`src/rtl/gemm_block_sequencer.sv`:
```
// GEMM block sequencer: walks C = A x B one LANES-wide block at a time,
// driving A/B SRAM reads and C writes with a LANES-way MAC datapath.
module gemm_block_sequencer #(
  parameter int LANES      = 4,
  parameter int DATA_W     = 8,
  parameter int ACC_W      = 32,
  parameter int DIM_W      = 8,
  parameter int ADDR_WIDTH = 16
) (
  input  logic                    clk,
  input  logic                    reset,
  input  logic                    in_valid,
  input  logic [DIM_W-1:0]        M_dimmension,
  input  logic [DIM_W-1:0]        K_dimmension,
  input  logic [DIM_W-1:0]        N_dimmension,
  output logic                    busy,
  output logic                    done,
  output logic                    err,
  output logic                    read_enable_A,
  output logic [ADDR_WIDTH-1:0]   address_A,
  input  logic [DATA_W-1:0]       data_out_A,
  output logic                    read_enable_B,
  output logic [ADDR_WIDTH-1:0]   address_B,
  input  logic [LANES*DATA_W-1:0] data_out_B,
  output logic                    write_enable_C,
  output logic [ADDR_WIDTH-1:0]   address_C,
  output logic [LANES*ACC_W-1:0]  data_in_C,
  output logic [LANES-1:0]        c_lane_mask
);

  typedef enum logic [2:0] {
    IDLE, ISSUE, DRAIN, WRITE, FIN
  } state_t;

  state_t state, state_nx;

  logic [DIM_W-1:0]      m_dim, k_dim, n_dim;
  logic [DIM_W-1:0]      m_cnt, k_cnt, nb_cnt;
  logic [DIM_W:0]        n_round, nb_dim;
  logic [DIM_W+1:0]      col_base;
  logic [ADDR_WIDTH-1:0] a_addr, a_base, b_addr, c_addr;
  logic                  err_q, acc_vld, acc_first;
  logic                  zero_dim, last_k, last_nb, last_m;
  logic [LANES-1:0]      lane_mask;

  logic [2*DATA_W-1:0]        a_ext;
  logic [2*DATA_W-1:0]        b_ext [LANES];
  logic signed [2*DATA_W-1:0] mul   [LANES];
  logic signed [ACC_W-1:0]    prod  [LANES];
  logic signed [ACC_W-1:0]    acc   [LANES];

  assign zero_dim = (M_dimmension == '0) ||
                    (K_dimmension == '0) ||
                    (N_dimmension == '0);

  // NB = ceil(N / LANES), one extra bit so N + LANES - 1 cannot overflow
  assign n_round = {1'b0, n_dim} + (DIM_W+1)'(LANES - 1);
  assign nb_dim  = n_round / (DIM_W+1)'(LANES);

  assign last_k  = (k_cnt == k_dim - 1'b1);
  assign last_m  = (m_cnt == m_dim - 1'b1);
  assign last_nb = ({1'b0, nb_cnt} == nb_dim - 1'b1);

  always_comb begin
    state_nx = state;
    unique case (state)
      IDLE:    if (in_valid) state_nx = zero_dim ? FIN : ISSUE;
      ISSUE:   if (last_k) state_nx = DRAIN;
      DRAIN:   state_nx = WRITE;
      WRITE:   state_nx = (last_nb && last_m) ? FIN : ISSUE;
      FIN:     state_nx = IDLE;
      default: state_nx = IDLE;
    endcase
  end

  always_ff @(posedge clk) begin
    if (reset) begin
      state     <= IDLE;
      err_q     <= 1'b0;
      acc_vld   <= 1'b0;
      acc_first <= 1'b0;
      m_dim     <= '0;
      k_dim     <= '0;
      n_dim     <= '0;
      m_cnt     <= '0;
      k_cnt     <= '0;
      nb_cnt    <= '0;
      col_base  <= '0;
      a_addr    <= '0;
      a_base    <= '0;
      b_addr    <= '0;
      c_addr    <= '0;
    end else begin
      state     <= state_nx;
      acc_vld   <= (state == ISSUE);
      acc_first <= (state == ISSUE) && (k_cnt == '0);
      unique case (state)
        IDLE: begin
          if (in_valid) begin
            m_dim    <= M_dimmension;
            k_dim    <= K_dimmension;
            n_dim    <= N_dimmension;
            err_q    <= zero_dim;
            m_cnt    <= '0;
            k_cnt    <= '0;
            nb_cnt   <= '0;
            col_base <= '0;
            a_addr   <= '0;
            a_base   <= '0;
            b_addr   <= '0;
            c_addr   <= '0;
          end
        end
        ISSUE: begin
          k_cnt  <= last_k ? '0 : k_cnt + 1'b1;
          a_addr <= a_addr + 1'b1;
          b_addr <= b_addr + ADDR_WIDTH'(nb_dim);
        end
        WRITE: begin
          c_addr <= c_addr + 1'b1;
          if (last_nb) begin
            // a_addr already points at the start of row m+1
            nb_cnt   <= '0;
            m_cnt    <= m_cnt + 1'b1;
            a_base   <= a_addr;
            b_addr   <= '0;
            col_base <= '0;
          end else begin
            nb_cnt   <= nb_cnt + 1'b1;
            a_addr   <= a_base;
            b_addr   <= ADDR_WIDTH'(nb_cnt) + 1'b1;
            col_base <= col_base + (DIM_W+2)'(LANES);
          end
        end
        default: ;
      endcase
    end
  end

  always_comb begin
    a_ext = {{DATA_W{data_out_A[DATA_W-1]}}, data_out_A};
    for (int i = 0; i < LANES; i++) begin
      b_ext[i] = {{DATA_W{data_out_B[i*DATA_W+DATA_W-1]}},
                  data_out_B[i*DATA_W +: DATA_W]};
      mul[i]   = $signed(a_ext) * $signed(b_ext[i]);
      prod[i]  = ACC_W'(mul[i]);
    end
  end

  always_ff @(posedge clk) begin
    if (reset) begin
      for (int i = 0; i < LANES; i++) acc[i] <= '0;
    end else if (acc_vld) begin
      for (int i = 0; i < LANES; i++)
        acc[i] <= acc_first ? prod[i] : acc[i] + prod[i];
    end
  end

  always_comb begin
    for (int i = 0; i < LANES; i++)
      lane_mask[i] = (col_base + (DIM_W+2)'(i)) < {2'b00, n_dim};
  end

  // Outputs are forced low while reset is held so an aborted job never writes
  always_comb begin
    busy           = 1'b0;
    done           = 1'b0;
    err            = 1'b0;
    read_enable_A  = 1'b0;
    read_enable_B  = 1'b0;
    write_enable_C = 1'b0;
    address_A      = '0;
    address_B      = '0;
    address_C      = '0;
    data_in_C      = '0;
    c_lane_mask    = '0;
    if (!reset) begin
      unique case (state)
        ISSUE: begin
          busy          = 1'b1;
          read_enable_A = 1'b1;
          read_enable_B = 1'b1;
          address_A     = a_addr;
          address_B     = b_addr;
        end
        DRAIN: busy = 1'b1;
        WRITE: begin
          busy           = 1'b1;
          write_enable_C = 1'b1;
          address_C      = c_addr;
          c_lane_mask    = lane_mask;
          for (int i = 0; i < LANES; i++)
            data_in_C[i*ACC_W +: ACC_W] = lane_mask[i] ? acc[i] : '0;
        end
        FIN: begin
          done = 1'b1;
          err  = err_q;
        end
        default: ;
      endcase
    end
  end

endmodule

```
`config.mk`:
```
export PLATFORM = sky130hd
export DESIGN_NAME = gemm_block_sequencer
export DESIGN_NICKNAME = d
export VERILOG_FILES = /design/src/rtl/gemm_block_sequencer.sv
export SDC_FILE = /design/constraint.sdc
export NUM_CORES = 2
export LEC_CHECK = 0
export BUFFER_PORTS_ARGS = -buffer_cell sky130_fd_sc_hd__buf_2
export CAP_MARGIN = 20
export CORE_ASPECT_RATIO = 0.6
export CORE_MARGIN = 1.5
export CORE_UTILIZATION = 30
export CTS_CLUSTER_DIAMETER = 120
export CTS_CLUSTER_SIZE = 30
export DETAILED_ROUTE_END_ITERATION = 12
export GPL_ROUTABILITY_DRIVEN = 1
export GPL_TIMING_DRIVEN = 1
export SETUP_SLACK_MARGIN = 0.4
export SLEW_MARGIN = 20
export SYNTH_ARGS = -nofsm -noshare
export SYNTH_HDL_FRONTEND = slang
export SYNTH_SLANG_ARGS = --single-unit
```
`constraint.sdc`:
```
create_clock -name clk -period 10.6 [get_ports clk]
set_clock_uncertainty 0.1 [all_clocks]
set_input_delay 1.59 -clock clk [delete_from_list [all_inputs] [get_ports clk]]
set_output_delay 1.59 -clock clk [all_outputs]
set_load 0.02 [all_outputs]
```
==> out/metrics.csv <==
metric;value;unit
ant_nets;0;
worst_path_max_delay_cell;fa_1;
hold_class;flop to flop;
critical_path_buf_inv_count;6;
finalSetupViolations;0;
h-tree-depth;1;
drc_errors;0;
cts_root_buffer;clkbuf_16;
hold_ws;371;ps
cts_tree;built;
avgSynthCellArea;8.41;um^2
reg2reg_depth;12;
dr.pass1.iters;8;
grt.overflow.total;0;
hold_violations;0;
fin_crit;9090;ps
die_height;245;um
critPathKind;primary input to flop;
area_growth;10.8;%
ff2ff_setup_slack;6630;ps
drive_gt1_frac;0.0964;
path_delay_family;adder cells;
grt_pass1_vias;22900;
cap_violations;0;
synth-seq-cells;254;
maxSlewViolCount;0;
r2r_end;acc[0][28];
antenna_found_initial;3;
async_flop_share;0;
drt_wl_total;81700;um
synthCells;3485;
slew_headroom;0.334;
synthesis.area;29300;um^2
port_buffers;252;
grt_max_degree;69;
path_max_fanout;19;
status;finished clean;
dp_hpwl;64200;um
synth.top_cell.area_share;0.154;
cp.depth;28;
yosysSeqAreaShare;0.217;
cts_resized;0;
grt.total_usage;0.162;
nets;4209;
ctsHoldBuffers;0;
cts.sinks;254;
post_cts_buffers;0;
vias_per_cell;4.91;
crit_top_cell;inv_1;
clkTransAtPathRegs;130;ps
gp_congestion;0.868;
num-fill-cells;10200;
final_cell_mix;inv_1, and2_1, nand2_1;
vias;24300;
worst_pin_slew;998;ps
start_util;0.304;
cp-start-kind;primary input;
fmax;110;MHz
rsz0062_at_grt;false;
die_width;406;um
max_stage_delay;550;ps
clock_latency;560;ps
arrival;9290;ps
rows;88;
synth_warnings;0;
ys.flop_type;edfxtp_1;
cp-end-kind;flop;
regToRegStartpoint;acc[0][0];
min_period_over_period;0.858;
clockBufferDepth;3;
synth.area.top_cells;fa_1, edfxtp_1, ha_1;
io_pins;253;
cp-endpoint;acc[1][28];
syn_nets;4049;
setup.worst_path.start;data_out_A[7];
yosys.area.top_type;fa_1;
avgRoutedWirePerCell;16.5;um
synth_edf_count;128;
core_area;96500;um^2
tns;0;ps
cts_buffers;14;
yosysUniqueCellTypes;79;
drt_iter0_markers;1658;
grt_pass1_wl;129000;um
die-area;99600;um^2
cp.required;10800;ps
layout_commonest_cell;inv_1;
registers in the layout (all words and copies together), names as in the netlist, 3 cells and up:
name,count
a_addr,16
a_base,16
acc,128
b_addr,16
c_addr,16
col_base,8
k_cnt,8
k_dim,8
m_cnt,8
m_dim,8
n_dim,8
nb_cnt,8
state,3
metal layers:
layer | up-vias | wire (um) | global-route usage
met5 | - | 0 | 0
met4 | 0 | 1330 | 0.0240
met3 | 47 | 4230 | 0.0223
met2 | 519 | 34200 | 0.241
met1 | 11800 | 41900 | 0.249
li1 | 12000 | - | -
metrics by stage:
| stage | setup WS [ps] | std cells | area (um^2) | util |
|---|---|---|---|---|
| floorplan | 1910 | 3485 | 29300 | - |
| global placement | 922 | 4933 | 32000 | 0.331 |
| detailed placement | 888 | 4933 | 32000 | 0.331 |
| CTS | 1490 | 4955 | 32400 | 0.336 |
| global route | 1020 | 4956 | 32500 | 0.337 |
| finish | 1510 | 4959 | 32500 | 0.337 |
cell type report:
cell class                      instances  area [um^2]  area share
Multi-Input combinational cell       2690        21000       0.646
Sequential cell                       254         6370       0.196
Tap cell                             1305         1630      0.0503
Inverter                              401         1510      0.0464
Timing Repair Buffer                  284         1500      0.0462
Clock buffer                           16          400      0.0123
Clock inverter                          6         91.3     0.00281
Antenna cell                            3         7.51    0.000231
Yosys cell counts, types with 5 or more instances:
cell	n
o21ai_1	5
a21oi_1	270
ha_1	272
or3_1	13
o221ai_1	5
inv_1	401
nand2b_1	32
o21a_1	30
nor3b_1	6
edfxtp_1	128
clkbuf_1	125
or2_2	9
nor2b_1	44
o21ai_0	165
mux2_2	5
o31ai_1	6
nand2_1	284
mux2i_1	29
nor2_1	247
nand3b_1	5
fa_1	225
o31a_1	5
nand3_1	76
a211oi_1	28
nor4_1	13
and4_1	5
a41oi_1	6
a22oi_1	13
xnor2_1	150
nand4_1	17
buf_1	6
and2_1	346
a31oi_1	28
buf_2	6
a21o_1	69
a211o_1	5
o211ai_1	12
o21bai_1	22
and3_1	47
xor2_1	85
nor3_1	34
dfxtp_1	126
o41ai_1	6
a21boi_0	10
cells by family after synthesis:
group / Yosys count / synth area share
multiplexers: 34 / 0.0118
adder cells (fa/ha/maj): 497 / 0.270
AND/OR/NAND/NOR: 1194 / 0.208
flip-flops: 254 / 0.217
AO/OA/AOI/OAI: 730 / 0.153
XOR/XNOR: 235 / 0.0703
buffers and inverters: 541 / 0.0700
worst min path at each step:
| stage | start | to | slack (ps) | cells past startpoint |
|---|---|---|---|---|
| 6_report | c_addr[11] | c_addr[11] | 370 | 1 |
| 5_1_grt | c_addr[11] | c_addr[11] | 390 | 1 |
| 4_1_cts | c_addr[11] | c_addr[11] | 370 | 1 |
| 3_5_place_dp | c_addr[11] | c_addr[11] | 350 | 1 |
| 3_3_place_gp | c_addr[11] | c_addr[11] | 340 | 1 |
| 2_1_floorplan | c_addr[11] | c_addr[11] | 320 | 1 |
Power is not shown: default switching activity piles up to over one toggle a cycle in this logic, so the estimate is an artifact.
